### src/rtl/mu_pipe.sv
// mu_pipe: two-stage fixed-point multiply / multiply-accumulate pipeline.
// LANES independent signed lanes share one valid/ready handshake. S1 holds
// full-precision products, S2 holds scaled, range-checked results and the
// per-lane accumulators. A downstream stall freezes both stages.
module mu_pipe #(
    parameter int DATA_W = 16,
    parameter int FRAC_W = 12,
    parameter int LANES  = 1,
    parameter int SAT_EN = 1,
    parameter int RND_EN = 0
) (
    input  logic                    clk,
    input  logic                    reset,
    input  logic                    in_valid,
    output logic                    in_ready,
    input  logic                    mode,
    input  logic                    acc_clr,
    input  logic [LANES*DATA_W-1:0] data_w,
    input  logic [LANES*DATA_W-1:0] data_i,
    output logic                    out_valid,
    input  logic                    out_ready,
    output logic [LANES*DATA_W-1:0] out_data,
    output logic [LANES-1:0]        ovf
);

    localparam int PW = 2 * DATA_W;
    localparam int WW = 2 * DATA_W + 2;

    typedef logic signed [WW-1:0] wide_t;

    localparam wide_t MAX_V = (wide_t'(1) <<< (DATA_W - 1)) - wide_t'(1);
    localparam wide_t MIN_V = -(wide_t'(1) <<< (DATA_W - 1));
    localparam wide_t RND_V = (RND_EN != 0) ? (wide_t'(1) <<< (FRAC_W - 1)) : wide_t'(0);

    // Optional half-up rounding, then arithmetic shift back to the Q format.
    function automatic wide_t scale_p(input logic signed [PW-1:0] p);
        wide_t v;
        v = wide_t'(p) + RND_V;
        return v >>> FRAC_W;
    endfunction

    function automatic logic out_of_range(input wide_t v);
        return (v > MAX_V) || (v < MIN_V);
    endfunction

    // Clamp to the nearest limit, or keep the low DATA_W bits when wrapping.
    function automatic logic signed [DATA_W-1:0] fit(input wide_t v);
        logic signed [DATA_W-1:0] r;
        if ((SAT_EN != 0) && (v > MAX_V)) begin
            r = MAX_V[DATA_W-1:0];
        end else if ((SAT_EN != 0) && (v < MIN_V)) begin
            r = MIN_V[DATA_W-1:0];
        end else begin
            r = v[DATA_W-1:0];
        end
        return r;
    endfunction

    logic                     w_stall;
    logic                     r_vld_p1;
    logic                     r_mode_p1;
    logic                     r_clr_p1;
    logic signed [PW-1:0]     r_prod_p1 [LANES];
    logic                     r_vld_p2;
    logic [LANES*DATA_W-1:0]  r_out_p2;
    logic [LANES-1:0]         r_ovf_p2;
    logic signed [DATA_W-1:0] r_acc [LANES];
    logic signed [PW-1:0]     w_prod [LANES];
    logic signed [DATA_W-1:0] w_res [LANES];
    logic [LANES-1:0]         w_ovf;

    assign w_stall   = r_vld_p2 && !out_ready;
    assign in_ready  = !w_stall;
    assign out_valid = r_vld_p2;
    assign out_data  = r_out_p2;
    assign ovf       = r_ovf_p2;

    for (genvar k = 0; k < LANES; k++) begin : g_lane
        logic signed [PW-1:0] w_a;
        logic signed [PW-1:0] w_b;
        wide_t                w_s;
        wide_t                w_sum;

        assign w_a       = PW'($signed(data_i[k*DATA_W +: DATA_W]));
        assign w_b       = PW'($signed(data_w[k*DATA_W +: DATA_W]));
        assign w_prod[k] = w_a * w_b;

        // acc_clr restarts the sum from zero instead of the stored value.
        assign w_s       = scale_p(r_prod_p1[k]);
        assign w_sum     = (r_clr_p1 ? wide_t'(0) : wide_t'(r_acc[k])) + w_s;
        assign w_res[k]  = r_mode_p1 ? fit(w_sum) : fit(w_s);
        assign w_ovf[k]  = out_of_range(w_s) || (r_mode_p1 && out_of_range(w_sum));
    end

    // ---- S1: capture full-precision products and beat attributes when the pipe moves
    always_ff @(posedge clk) begin
        if (!w_stall) begin
            r_mode_p1 <= mode;
            r_clr_p1  <= acc_clr;
            for (int k = 0; k < LANES; k++) begin
                r_prod_p1[k] <= w_prod[k];
            end
        end
    end

    // ---- S2: advance valid bits and load results/accumulators for valid beats only
    always_ff @(posedge clk or negedge reset) begin
        if (!reset) begin
            r_vld_p1 <= 1'b0;
            r_vld_p2 <= 1'b0;
            r_out_p2 <= '0;
            r_ovf_p2 <= '0;
            for (int k = 0; k < LANES; k++) begin
                r_acc[k] <= '0;
            end
        end else if (!w_stall) begin
            r_vld_p1 <= in_valid;
            r_vld_p2 <= r_vld_p1;
            if (r_vld_p1) begin
                r_ovf_p2 <= w_ovf;
                for (int k = 0; k < LANES; k++) begin
                    r_out_p2[k*DATA_W +: DATA_W] <= w_res[k];
                    if (r_mode_p1) begin
                        r_acc[k] <= w_res[k];
                    end
                end
            end
        end
    end

endmodule

### config.mk
export PLATFORM = sky130hd
export DESIGN_NAME = mu_pipe
export DESIGN_NICKNAME = d
export VERILOG_FILES = /design/src/rtl/mu_pipe.sv
export SDC_FILE = /design/constraint.sdc
export NUM_CORES = 1
export LEC_CHECK = 0
export ABC_CLOCK_PERIOD_IN_PS = 5250
export BUFFER_PORTS_ARGS = -buffer_cell sky130_fd_sc_hd__clkbuf_2
export CAP_MARGIN = 10
export CORE_MARGIN = 1.5
export CORE_UTILIZATION = 30
export CTS_CLUSTER_DIAMETER = 100
export DETAILED_ROUTE_END_ITERATION = 6
export HOLD_SLACK_MARGIN = 0.08
export PLACE_DENSITY = 0.57
export SYNTH_ARGS = -nofsm -noshare
export SYNTH_HDL_FRONTEND = slang
export SYNTH_SLANG_ARGS = --single-unit
### constraint.sdc
create_clock -name clk -period 5.25 [get_ports clk]
set_input_delay 0.7875 -clock clk [delete_from_list [all_inputs] [get_ports clk]]
set_output_delay 0.7875 -clock clk [all_outputs]
set_load 0.02 [all_outputs]
==> run summary, run 1 <==
Mapped cell area: 0.01315 sq mm
Total GRT Usage: 15.21%
Most frequent CP cell: fa_1
Delay-heaviest family, CP: adder cells
Die area: 0.04508 sq mm
Final ANT Viol Nets: 0
Synth warnings: 0
Routed len/inst: 14.72 microns
Detailed placement HPWL: 28.19 mm
Worst path cell trace: clkbuf_16 -> and2_4 -> fa_1 -> inv_2 -> fa_1 -> fa_2 -> fa_1 -> inv_1 -> fa_1 -> inv_1 -> fa_1 -> inv_2 -> ha_4 -> a211oi_2 -> o21ai_2 -> a32oi_2 -> buf_4 -> nor2_4 -> o21a_1 -> o21a_1 -> or2_4 -> a311oi_2 -> xnor2_1
Fmax: 162.4 MHz
Top_reg_cell synth: dfrtp_1
RSZ-0062 raised after global routing: yes
Area delta synth->final: 26.03%
Crit path launch type: primary input
Slew of the pin with the lowest slew margin: 0.9022 ns
Finished Core Util: 38.38%
Max Slew Vio Count: 0
Largest net degree at the start of global routing: 36
Hold-fix buffers at CTS: 0
CP Max Fanout: 6
Vias: 10.10k
Final Hold Viols: 0
Critical path buffers and inverters: 6
GR Overflow Total: 0
Initial antenna violation count: 0
H-tree levels: 3
GP Congestion: 0.8990
WL final: 32.94 mm
Vias in the first global route: 10.83k
Post-synth EDFFs: 22
Clock sink count: 57
# setup viols final: 18
Clk_lat worst skew: 0.33 ns
Syn avg cell area: 9.003 sq um
Starting Density: 30.45%
DR pass1 iterations: 5
CP Data Required Time: 5.32 ns
CTS Buf Count: 9
CTS tree: done
Die height: 212.3 microns
Residual DRC: 0
PortBufs: 56
Worst-path clk slew: 0.05 ns
Die Wd: 212.3 microns
Root buf cell: clkbuf_16
Final period util: 117.3%
Top Ports: 57
Vias per inst: 4.512
Nets@finish: 2,048
Status: finished with violations
Syn nets: 1,859
Sequential element share of the synthesized area: 11.69%
Final WS setup: -0.9070 ns
Worst Setup End Kind: flip-flop
CTS Buffer Depth: 2
Number of core rows: 76
Distinct cells, synth: 63
First-pass GRT wire length: 55.34 mm
Worst path slowest cell: fa_1
Clk_skew: 0.009972 ns
Worst stage delay on the critical path: 0.56 ns
# fillers: 4,313
Number of synthesized register bits: 57
Tmin final: 6.157 ns
Share of cells above drive strength 1: 22.87%
Core Area: 0.04317 sq mm
Worst rel slew slack: 39.86%
Failing checks: setup timing
ANT cells: 0
Max-Cap Viols: 0
Crit path DAT: 6.23 ns
Post-synthesis cell count: 1,460
First DRT Iteration DRCs: 507
Worst hold path class: reg2reg
Crit path kind: in2reg
Fraction of registers with async set/reset: 61.40%
[cells by family (layout without fill, tap and decap cells)]
| group | after synthesis | after routing | synth area share (%) |
|---|---|---|---|
| simple gates | 432 | 432 | 16.08 |
| buf+inv | 394 | 587 | 11.48 |
| mux | 3 | 3 | 0.2380 |
| flops | 57 | 57 | 11.69 |
| xor+xnor | 38 | 38 | 2.532 |
| compound gates | 175 | 175 | 8.662 |
| fa+ha+maj | 361 | 361 | 49.32 |
[per-stage QoR]
| stage | TNS (ns) | hold slack [ns] | setup WS [ns] | std cells | area, sq um |
|---|---|---|---|---|---|
| 6_report | -11.10 | 0.4752 | -0.9070 | 2238 | 16570 |
| 5_1_grt | -15.11 | 0.5026 | -1.113 | 2238 | 16570 |
| 4_1_cts | -11.01 | 0.4793 | -0.8304 | 2226 | 16220 |
| 3_5_place_dp | -21.01 | 0.4599 | -1.402 | 2200 | 15360 |
| 3_3_place_gp | -19.42 | 0.4526 | -1.259 | 2200 | 15360 |
| 2_1_floorplan | -11.23 | 0.4380 | -0.9801 | 1460 | 13490 |
[cell type report]
cell class	count	area, sq um	share of cell area [%]
Tap cell	585	732.0	4.418
Sequential cell	57	1536	9.274
Clock buffer	14	306.5	1.850
Clock inverter	1	5.005	0.03021
Timing Repair Buffer	233	2091	12.62
Multi-Input combinational cell	1009	10620	64.11
Inverter	339	1275	7.696
[worst register-to-register path: stages (launching register included)]
cell and delay, ns:
edfxtp_1 0.64, nor2b_1 0.52, ha_1 0.44, a21o_1 0.24, and2_1 0.19, a2111oi_0 0.49, o31a_1 0.22, o311ai_1 0.11
o21ai_2 0.59, nor2_1 0.31, a311oi_1 0.32
[state kept, by name, summed over array words and instances, names as in the netlist]
name / count
r_prod_p1: 20
out_data: 16
r_acc: 16
out_valid: 1
ovf: 1
r_clr_p1: 1
r_mode_p1: 1
r_vld_p1: 1
[layer usage]
layer  vias to the layer above  part of all wire, %  GRT usage [%]
met3                        33                  4.8          1.595
met4                         0                  1.2          1.956
met1                      5008                   50          22.60
li1                       4826                    -              -
met2                       231                   44          24.43
met5                         -                    0              0
[layout by cell type, fill, tap and decap left out, types with 7 or more instances in the layout]
cell type	n
nand4_1	7
nand2b_1	13
ha_4	14
a21oi_1	42
and2_4	20
xnor2_1	24
clkbuf_8	8
nor2b_1	20
buf_8	8
nand2_2	7
clkbuf_16	20
nand3_1	17
edfxtp_1	22
o21ai_0	27
inv_1	315
clkbuf_2	27
fa_2	11
buf_6	25
nand2_1	155
fa_1	251
xor2_1	11
ha_1	82
o21a_1	7
inv_2	23
nor2_1	54
dfrtp_1	35
and2_1	105
a21o_1	12
a211oi_1	18
buf_4	147
a21oi_2	10
o21ai_2	7
[cells in the mapped netlist, types with 21 or more instances]
cell type	count	area, sq um
dfrtp_1	35	875.8
and2_1	125	782.0
a21oi_1	52	260.3
xnor2_1	25	219.0
nor2_1	62	232.7
edfxtp_1	22	660.6
nand2_1	166	623.1
a211oi_1	21	157.7
ha_1	99	1239
clkbuf_1	47	176.4
o21ai_0	34	170.2
fa_1	262	5245
inv_1	339	1272
[worst paths after layout]
| check | startpoint | cells after the start | slack, ns | end |
|---|---|---|---|---|
| max | data_i[7] | 23 | -0.91 | r_prod_p1[0][23] |
| max reg2reg | r_clr_p1 | 10 | 1.07 | r_acc[9] |
| min | r_acc[15] | 2 | 0.48 | r_acc[15] |
| min in group asynchronous | reset | 1 | 0.58 | out_data[0] |
| min reg2reg | r_acc[15] | 2 | 0.48 | r_acc[15] |
| max in group asynchronous | reset | 1 | 4.10 | r_vld_p1 |
[timing repair]
item | CTS | global route
pin swaps | 88 | 73
resized for setup | 112 | 85
cloned | 1 | 2
endpoints found under the setup margin | 20 | 20
buffers inserted | 12 | 11
Power of run 1 is left out: the tool's default activity adds up to more than one toggle a clock period on the data nets, which glitch-free logic cannot reach.
==> run 2, diff against run 1 <==
BUFFER_PORTS_ARGS = not set   (was -buffer_cell sky130_fd_sc_hd__clkbuf_2)
DONT_BUFFER_PORTS = 1   (was not set)
PLACE_DENSITY = 0.56   (was 0.57)
==> run summary, run 2 (synthesis gave the netlist of run 1 again) <==
CTS Buffer Depth: 2
Max-Cap Viols: 0
Clk_skew: 0.007896 ns
Largest net degree at the start of global routing: 36
Failing checks: setup timing
CTS Buf Count: 9
Die height: 212.3 microns
DR pass1 iterations: 6
Area delta synth->final: 14.36%
Crit path DAT: 5.98 ns
Hold-fix buffers at CTS: 0
Worst stage delay on the critical path: 0.54 ns
CP Data Required Time: 5.33 ns
Busiest layer in global routing: met2
Root buf cell: clkbuf_16
Cell Area, Placed: 0.01443 sq mm
Worst-path clk slew: 0.06 ns
Finished Core Util: 34.82%
Largest register FFs: 20
Detailed placement HPWL: 26.61 mm
Clock sink count: 57
Max Slew Vio Count: 0
WL final: 32.05 mm
Most frequent cells in the layout: 324 x inv_1, 254 x fa_1, 160 x nand2_1, 120 x and2_1, 86 x ha_1
CP Max Fanout: 16
GP Congestion: 0.8559
Die area: 0.04508 sq mm
Worst path slowest cell: fa_1
Share of cells above drive strength 1: 12.85%
Final cell count without fillers: 2,095
Total GRT Usage: 15.11%
Routing usage on met1: 22.33%
Initial antenna violation count: 0
Crit path kind: in2reg
ANT cells: 0
CTS tree: done
Vias per inst: 4.549
Number of core rows: 76
RSZ-0062 raised after global routing: yes
First DRT Iteration DRCs: 657
Residual DRC: 0
Top reg by flops: r_prod_p1
Post-route cell area: 0.01503 sq mm
Nets@finish: 1,904
Status: finished with violations
Final period util: 112.3%
First-pass GRT wire length: 54.14 mm
Worst hold path class: in2async
Top Ports: 57
Critical path buffers and inverters: 4
Worst rel slew slack: 42.66%
# fillers: 4,465
Vias in the first global route: 10.23k
Most common cell after layout, fill and taps aside: inv_1
Fmax: 169.5 MHz
Tmin final: 5.898 ns
Vias: 9,531
Die Wd: 212.3 microns
# setup viols final: 17
Final ANT Viol Nets: 0
GR Overflow Total: 0
Worst path cell trace: and2_4 -> fa_1 -> inv_1 -> fa_1 -> fa_1 -> inv_1 -> fa_1 -> fa_1 -> inv_2 -> fa_1 -> inv_2 -> ha_4 -> a211oi_2 -> o21ai_2 -> a32oi_4 -> nor2_4 -> o21a_1 -> o21a_1 -> or2_4 -> a311oi_2 -> xnor2_1
M3 GR Usage: 2.555%
Starting Density: 30.45%
Core Area: 0.04317 sq mm
Placed cells: 2,065
Met2 usage in global routing: 23.46%
Final WS setup: -0.6482 ns
Crit path launch type: primary input
PortBufs: 0
Clk_lat worst skew: 0.33 ns
Worst Setup End Kind: flip-flop
Final Hold Viols: 0
H-tree levels: 3
Most frequent CP cell: fa_1
Routed len/inst: 15.30 microns
Delay-heaviest family, CP: adder cells
Slew of the pin with the lowest slew margin: 0.8510 ns
## run 2: cell count changes in the layout (fill, tap and decap cells not counted), moves of 8 or more
cell / before / now
buf_4: 147 / 82
clkbuf_2: 27 / 0
buf_6: 25 / 7
and2_1: 105 / 120
and2_4: 20 / 5
clkbuf_16: 20 / 9
inv_1: 315 / 324
inv_2: 23 / 14
buf_8: 8 / 0
clkbuf_8: 8 / 0
## run 2: final cells by class
cell class                      count  area (sq um)  area share, %
Multi-Input combinational cell   1009         10520          70.00
Sequential cell                    57          1536          10.22
Inverter                          339          1276          8.489
Tap cell                          585         732.0          4.869
Timing Repair Buffer               89         694.4          4.619
Clock buffer                       10         229.0          1.523
Clock inverter                      6         42.54         0.2830
## run 2: metal layers
metal	vias to the layer above	routed length [microns]	share of wire, %
li1	4539	-	-
met4	0	265	0.83
met2	239	13880	43
met1	4722	15870	50
met5	-	0	0
met3	31	2030	6.3
## run 2: path summary, 6_finish.rpt
check	startpoint	end	slack (ns)	cells past startpoint
worst min-delay path	reset	out_data[6]	0.14	0
min in group clk	r_acc[15]	r_acc[15]	0.47	2
worst max register to register	r_clr_p1	r_acc[12]	1.10	12
worst max-delay path	data_i[6]	r_prod_p1[0][23]	-0.65	21
worst min register to register	r_acc[15]	r_acc[15]	0.47	2
max in group asynchronous	reset	r_acc[12]	5.02	0
## run 2: metrics by stage
| stage | TNS (ns) | worst slack [ns] | hold WS, ns |
|---|---|---|---|
| global route | -11.45 | -0.8456 | 0.1341 |
| global placement | -15.49 | -1.170 | 0.4538 |
| CTS | -7.565 | -0.6415 | 0.1366 |
| finish | -8.203 | -0.6482 | 0.1447 |
| floorplan | -11.23 | -0.9801 | 0.4380 |
| detailed placement | -16.40 | -1.243 | 0.4593 |
## run 2: repair_timing
item | in CTS | in global routing
endpoints found under the hold margin | 0 | 0
resized for setup | 26 | 38
setup buffers | 10 | 4
pin swaps | 49 | 38
endpoints found under the setup margin | 18 | 18
Power of run 2 is left out for the same reason.
